<file path="src/rtl/spi_sys_bridge.sv">
// SPI mode-0 responder that turns CMD/ADDR/DATA frames into single-beat system-bus
// accesses and returns read data on MISO.
module spi_sys_bridge #(
    parameter int TMO  = 255,
    parameter int SYNC = 2
) (
    input  logic        clk_i,
    input  logic        rstn_i,
    input  logic        spi_cs_i,
    input  logic        spi_clk_i,
    input  logic        spi_mosi_i,
    output logic        spi_miso_o,
    output logic        spi_miso_t,
    output logic [31:0] sys_addr,
    output logic [31:0] sys_wdata,
    output logic        sys_wen,
    output logic        sys_ren,
    input  logic [31:0] sys_rdata,
    input  logic        sys_err,
    input  logic        sys_ack,
    output logic        busy_o,
    output logic        err_o
);

    localparam int TW = $clog2(TMO + 1);

    typedef enum logic [2:0] {
        ST_IDLE,
        ST_CMD,
        ST_ADDR,
        ST_WDATA,
        ST_TURN,
        ST_RDATA,
        ST_DONE
    } state_t;

    state_t state_reg, state_next;

    logic [SYNC-1:0] cs_sync_reg;
    logic [SYNC-1:0] sck_sync_reg;
    logic [SYNC-1:0] mosi_sync_reg;
    logic            cs_prev_reg;
    logic            sck_prev_reg;
    logic            cs_s;
    logic            sck_s;
    logic            mosi_s;
    logic            cs_fall;
    logic            sck_rise;
    logic            sck_fall;

    logic [6:0]      bit_cnt_reg;
    logic [31:0]     rx_reg;
    logic [31:0]     rx_full;
    logic            cmd_rd_reg;
    logic [31:0]     addr_reg;
    logic [31:0]     tx_reg;
    logic [31:0]     rd_word;
    logic [31:0]     rdata_reg;
    logic            rd_valid_reg;
    logic            acc_rd_reg;
    logic [TW-1:0]   tmo_cnt_reg;

    logic [31:0]     sys_addr_reg;
    logic [31:0]     sys_wdata_reg;
    logic            sys_wen_reg;
    logic            sys_ren_reg;
    logic            busy_reg;
    logic            err_reg;
    logic            miso_reg;
    logic            miso_t_reg;

    logic            cmd_end;
    logic            addr_end;
    logic            wdata_end;
    logic            tx_load;
    logic            tx_shift;
    logic            rd_end;

    assign cs_s     = cs_sync_reg[SYNC-1];
    assign sck_s    = sck_sync_reg[SYNC-1];
    assign mosi_s   = mosi_sync_reg[SYNC-1];
    assign cs_fall  = cs_prev_reg & ~cs_s;
    assign sck_rise = sck_s & ~sck_prev_reg;
    assign sck_fall = ~sck_s & sck_prev_reg;

    // Word including the bit being sampled on this sck_rise.
    assign rx_full  = {rx_reg[30:0], mosi_s};
    assign rd_word  = rd_valid_reg ? rdata_reg : 32'hFFFF_FFFF;

    assign sys_addr   = sys_addr_reg;
    assign sys_wdata  = sys_wdata_reg;
    assign sys_wen    = sys_wen_reg;
    assign sys_ren    = sys_ren_reg;
    assign busy_o     = busy_reg;
    assign err_o      = err_reg;
    assign spi_miso_o = miso_reg;
    assign spi_miso_t = miso_t_reg;

    always_ff @(posedge clk_i or negedge rstn_i) begin
        if (!rstn_i) begin
            cs_sync_reg   <= '1;
            sck_sync_reg  <= '0;
            mosi_sync_reg <= '0;
        end else begin
            cs_sync_reg[0]   <= spi_cs_i;
            sck_sync_reg[0]  <= spi_clk_i;
            mosi_sync_reg[0] <= spi_mosi_i;
            for (int i = 1; i < SYNC; i++) begin
                cs_sync_reg[i]   <= cs_sync_reg[i-1];
                sck_sync_reg[i]  <= sck_sync_reg[i-1];
                mosi_sync_reg[i] <= mosi_sync_reg[i-1];
            end
        end
    end

    always_ff @(posedge clk_i or negedge rstn_i) begin
        if (!rstn_i) begin
            state_reg <= ST_IDLE;
        end else begin
            state_reg <= state_next;
        end
    end

    always_comb begin
        state_next = state_reg;
        cmd_end    = 1'b0;
        addr_end   = 1'b0;
        wdata_end  = 1'b0;
        tx_load    = 1'b0;
        tx_shift   = 1'b0;
        rd_end     = 1'b0;
        if (cs_s) begin
            state_next = ST_IDLE;
        end else begin
            case (state_reg)
                ST_IDLE: begin
                    if (cs_fall) state_next = ST_CMD;
                end
                ST_CMD: begin
                    if (sck_rise && bit_cnt_reg == 7'd7) begin
                        cmd_end    = 1'b1;
                        state_next = ST_ADDR;
                    end
                end
                ST_ADDR: begin
                    if (sck_rise && bit_cnt_reg == 7'd39) begin
                        addr_end   = 1'b1;
                        state_next = cmd_rd_reg ? ST_TURN : ST_WDATA;
                    end
                end
                ST_WDATA: begin
                    if (sck_rise && bit_cnt_reg == 7'd71) begin
                        wdata_end  = 1'b1;
                        state_next = ST_DONE;
                    end
                end
                ST_TURN: begin
                    // The fall ending bit 47 presents the MSB for bit 48.
                    if (sck_fall && bit_cnt_reg == 7'd48) begin
                        tx_load    = 1'b1;
                        state_next = ST_RDATA;
                    end
                end
                ST_RDATA: begin
                    if (sck_fall) begin
                        if (bit_cnt_reg == 7'd80) begin
                            rd_end     = 1'b1;
                            state_next = ST_DONE;
                        end else begin
                            tx_shift = 1'b1;
                        end
                    end
                end
                ST_DONE: begin
                    state_next = ST_DONE;
                end
                default: begin
                    state_next = ST_IDLE;
                end
            endcase
        end
    end

    always_ff @(posedge clk_i or negedge rstn_i) begin
        if (!rstn_i) begin
            cs_prev_reg   <= 1'b1;
            sck_prev_reg  <= 1'b0;
            bit_cnt_reg   <= '0;
            rx_reg        <= '0;
            cmd_rd_reg    <= 1'b0;
            addr_reg      <= '0;
            tx_reg        <= '0;
            rdata_reg     <= '0;
            rd_valid_reg  <= 1'b0;
            acc_rd_reg    <= 1'b0;
            tmo_cnt_reg   <= '0;
            sys_addr_reg  <= '0;
            sys_wdata_reg <= '0;
            sys_wen_reg   <= 1'b0;
            sys_ren_reg   <= 1'b0;
            busy_reg      <= 1'b0;
            err_reg       <= 1'b0;
            miso_reg      <= 1'b0;
            miso_t_reg    <= 1'b1;
        end else begin
            cs_prev_reg  <= cs_s;
            sck_prev_reg <= sck_s;
            sys_wen_reg  <= 1'b0;
            sys_ren_reg  <= 1'b0;

            if (cs_s) begin
                bit_cnt_reg <= '0;
            end else if (state_reg == ST_IDLE && cs_fall) begin
                bit_cnt_reg <= '0;
            end else if (sck_rise) begin
                bit_cnt_reg <= bit_cnt_reg + 7'd1;
            end

            if (sck_rise && !cs_s) begin
                rx_reg <= rx_full;
            end

            if (cmd_end) begin
                cmd_rd_reg <= rx_full[7];
                if (rx_full[6]) err_reg <= 1'b0;
            end

            // Bus tracking runs regardless of what the frame FSM is doing.
            if (busy_reg) begin
                if (sys_ack || sys_err) begin
                    busy_reg <= 1'b0;
                    if (sys_err) begin
                        err_reg <= 1'b1;
                    end else if (acc_rd_reg) begin
                        rdata_reg    <= sys_rdata;
                        rd_valid_reg <= 1'b1;
                    end
                end else if (tmo_cnt_reg == TW'(TMO - 1)) begin
                    busy_reg <= 1'b0;
                    err_reg  <= 1'b1;
                end else begin
                    tmo_cnt_reg <= tmo_cnt_reg + 1'b1;
                end
            end

            if (addr_end) begin
                addr_reg <= rx_full;
                if (cmd_rd_reg) begin
                    rd_valid_reg <= 1'b0;
                    if (!busy_reg) begin
                        sys_addr_reg <= rx_full;
                        sys_ren_reg  <= 1'b1;
                        busy_reg     <= 1'b1;
                        tmo_cnt_reg  <= '0;
                        acc_rd_reg   <= 1'b1;
                    end else begin
                        err_reg <= 1'b1;
                    end
                end
            end

            if (wdata_end) begin
                if (!busy_reg) begin
                    sys_addr_reg  <= addr_reg;
                    sys_wdata_reg <= rx_full;
                    sys_wen_reg   <= 1'b1;
                    busy_reg      <= 1'b1;
                    tmo_cnt_reg   <= '0;
                    acc_rd_reg    <= 1'b0;
                end else begin
                    err_reg <= 1'b1;
                end
            end

            if (cs_s) begin
                miso_t_reg <= 1'b1;
                miso_reg   <= 1'b0;
            end else if (addr_end && cmd_rd_reg) begin
                miso_t_reg <= 1'b0;
                miso_reg   <= 1'b0;
            end else if (tx_load) begin
                miso_reg <= rd_word[31];
                tx_reg   <= {rd_word[30:0], 1'b0};
                if (!rd_valid_reg) err_reg <= 1'b1;
            end else if (tx_shift) begin
                miso_reg <= tx_reg[31];
                tx_reg   <= {tx_reg[30:0], 1'b0};
            end else if (rd_end) begin
                miso_t_reg <= 1'b1;
                miso_reg   <= 1'b0;
            end
        end
    end

endmodule

</file>
<file path="config.mk">
export PLATFORM = sky130hd
export DESIGN_NAME = spi_sys_bridge
export DESIGN_NICKNAME = d
export VERILOG_FILES = /design/src/rtl/spi_sys_bridge.sv
export SDC_FILE = /design/constraint.sdc
export NUM_CORES = 1
export LEC_CHECK = 0
export CORE_MARGIN = 5
export CORE_UTILIZATION = 51
export DETAILED_ROUTE_END_ITERATION = 8
export GPL_TIMING_DRIVEN = 1
export PLACE_DENSITY = 0.76
export SLEW_MARGIN = 10
export SYNTH_ARGS = -nofsm -noshare
export SYNTH_HDL_FRONTEND = slang
export SYNTH_SLANG_ARGS = --single-unit
</file>
<file path="constraint.sdc">
create_clock -name clk_i -period 2.4 [get_ports clk_i]
set_clock_uncertainty 0.15 [all_clocks]
set_input_delay 0.24 -clock clk_i [delete_from_list [all_inputs] [get_ports clk_i]]
set_output_delay 0.24 -clock clk_i [all_outputs]
set_load 0.02 [all_outputs]
</file>
==> results.yml <==
synth:
  ys_seq_area_share_pct: 59.0
  synthesis.area_sq_um: 9550
  synthArstFlopShare_pct: 100
  synth_warnings: 0
  netlist_top_cells_area: "dfrtp_1 (58%), mux2_2 (21%), o31ai_1 (2.4%), nor2_1 (2.2%), nand2_1 (2.1%)"
  yosys.area.top_type: "dfrtp_1"
  synth-edff-count: 0
  synth.avg_cell_area_sq_um: 12.9
  synth-seq-cells: 225
  synthFlopType: "dfrtp_1"
  synth_nets: 783
  synth_cell_types: 55
  postSynthCellCount: 740
  yosysTopAreaCellShare_pct: 57.9
sta:
  finalHoldViolations: 0
  min_period_ps: 2390
  rsz0062_at_grt: "true"
  tightest_slew_ps: 509
  setup_viol_count_final: 0
  finalCritPeriodShare_pct: 99.4
  slew_headroom_pct: 66.1
  slew_violations: 0
  hold_ws_ps: 96.6
  fmax_mhz: 419
critical_path:
  cp_max_fo: 11
  cp-start-kind: "flip-flop"
  criticalPathCategory: "flip-flop to flip-flop"
  critPathArrivalTime_ps: 2650
  required_ps: 2660
  setup.worst_path.end_class: "flip-flop"
floorplan:
  dieWidth_microns: 147
  ios: 109
  die_h_microns: 147
  row_count: 50
  fp.dieArea_sq_um: 21600
  initial_utilization_pct: 51.4
  core-area_sq_um: 18600
worst_hold_path:
  hold_path_class: "input pin to async pin"
grt:
  overflow: 0
  antenna_found_initial: 0
  grt.total_usage_pct: 18.9
  grt_pass1_wl_mm: 34.1
  grt_start_max_net_pins: 65
  grt_pass1_vias: 6521
clock_network:
  htreeDepth: 1
  clock_latency_ps: 530
  clkTransAtPathRegs_ps: 60
  cts.sinks: 225
  cts_made_buffers: 25
  cts_tree: "yes"
  clockRootBuffer: "clkbuf_16"
  cts_max_path_buffers: 3
pwr:
  total_power_uw: 8550
  ir_worst_vdd_uv: 514
  cellLeakagePower_uw: 0.00579
  powerDensity_nw_per_um2: 695
final_layout:
  antenna_cells: 0
  final_design_area_no_fill_sq_um: 12300
  layout_common_cells: "dfrtp_1 (221), mux2_2 (163), clkdlybuf4s50_1 (107)"
  drive_gt1_share_pct: 32.7
  fin_nets: 923
  final_common_cell: "dfrtp_1"
  area_growth_pct: 28.8
run:
  drv_cap: 0
routing:
  routed-via-count: 6181
  antenna_left: 0
  drcViolationCount: 0
  dr_wl_met2_mm: 9.42
  postRouteWirelength_mm: 20.2
  wl_met3_mm: 1.06
  dr.first_iter.drc_count: 290
  routedWlPerCell_microns: 17.9
  top_layer_used: "met4"
  drt_pass1_iterations: 4
  routedLengthMet1_mm: 9.16
  vias_per_cell: 5.46
place:
  globalplace.congestion: 0.856
  placed_area_sq_um: 11200
  hpwl_mm: 12.7
  numPortBuffers: 108
run_status:
  status: "finished clean"
==> power breakdown <==
part / leakage [uW] / internal (uW) / switching (uW) / total (uW)
clock: 0.000433 / 2470 / 1550 / 4020
sequential: 0.00309 / 3880 / 114 / 4000
combinational: 0.00227 / 276 / 262 / 537
==> what timing repair did <==
| action | in CTS | in global routing |
|---|---|---|
| hold endpoints to repair | 228 | 0 |
| resized for setup | 3 | 25 |
| hold buffers | 4 | 0 |
| pin swaps | 2 | 2 |
| setup endpoints to repair | 32 | 48 |
| cloned | 0 | 1 |
| setup buffers | 2 | 2 |
==> synthesized netlist by cell type (3+ instances only) <==
master and instances:
ha_1 4, nor2_1 56, dfrtp_1 221, nand2_1 54
o21ai_0 9, xnor2_1 4, buf_2 14, clkbuf_1 26
nand4_1 9, inv_1 11, a21oi_1 9, o31ai_1 30
mux2_2 176, nor2b_1 4, nand2b_1 3, buf_4 3
nand3_1 4, nor3_1 35, mux2_1 14, dfstp_2 4
xor2_1 5, a31oi_1 3
==> cell type report <==
| cell class | count | area, sq um |
|---|---|---|
| multi-input combinational | 460 | 3820 |
| inverter | 11 | 41.3 |
| clock inverter | 9 | 141 |
| timing repair buffer | 157 | 1630 |
| clock buffer | 37 | 741 |
| sequential | 225 | 5640 |
| fill | 1325 | 6280 |
| tap | 234 | 293 |
==> metrics by stage <==
stage / util, % / std cells / setup slack (ps) / setup TNS [ps]
6_report: 66.2 / 1133 / 13.2 / 0
5_1_grt: 66.2 / 1133 / -56.4 / -764
4_1_cts: 65.5 / 1130 / -16.3 / -16.3
3_5_place_dp: 60.4 / 1078 / -14.4 / -16.2
3_3_place_gp: 60.4 / 1078 / 93.2 / 0
2_1_floorplan: - / 740 / -34.2 / -651
==> cell families after synthesis <==
| logic type | count (synthesis) | synth area share [%] |
|---|---|---|
| buffers and inverters | 55 | 2.54 |
| AO/OA/AOI/OAI | 64 | 4.61 |
| flip-flops | 225 | 59.0 |
| AND/OR/NAND/NOR | 190 | 9.70 |
| adder cells (fa/ha/maj) | 4 | 0.524 |
| XOR/XNOR | 9 | 0.826 |
| multiplexers | 193 | 22.8 |
==> path summary, 6_finish.rpt <==
path	start	endpoint	slack (ps)	cells past startpoint
setup / recovery	bit_cnt_reg[1]	sys_addr[31]	10	7
hold / removal	rstn_i	tmo_cnt_reg[5]	100	2
setup reg to reg	bit_cnt_reg[1]	sys_addr[31]	10	7
hold reg to reg	mosi_sync_reg[0]	mosi_sync_reg[1]	210	0
max in group asynchronous	rstn_i	rx_reg[20]	1300	3
min in group clk_i	sys_rdata[8]	rdata_reg[8]	170	2
==> per-layer routing <==
metal	global-route usage, %	vias to the layer above
met5	0	-
met4	6.21	0
met3	4.07	45
met2	29.8	120
met1	26.5	3114
li1	-	2902
==> critical path: stages (launching register included) <==
cell and delay, ps:
dfrtp_1 350, ha_2 190, nand4b_1 220, nor4_4 240, and4_4 340, buf_12 160
mux2_2 340, mux2_2 260
(Power assumes the default switching activity.)
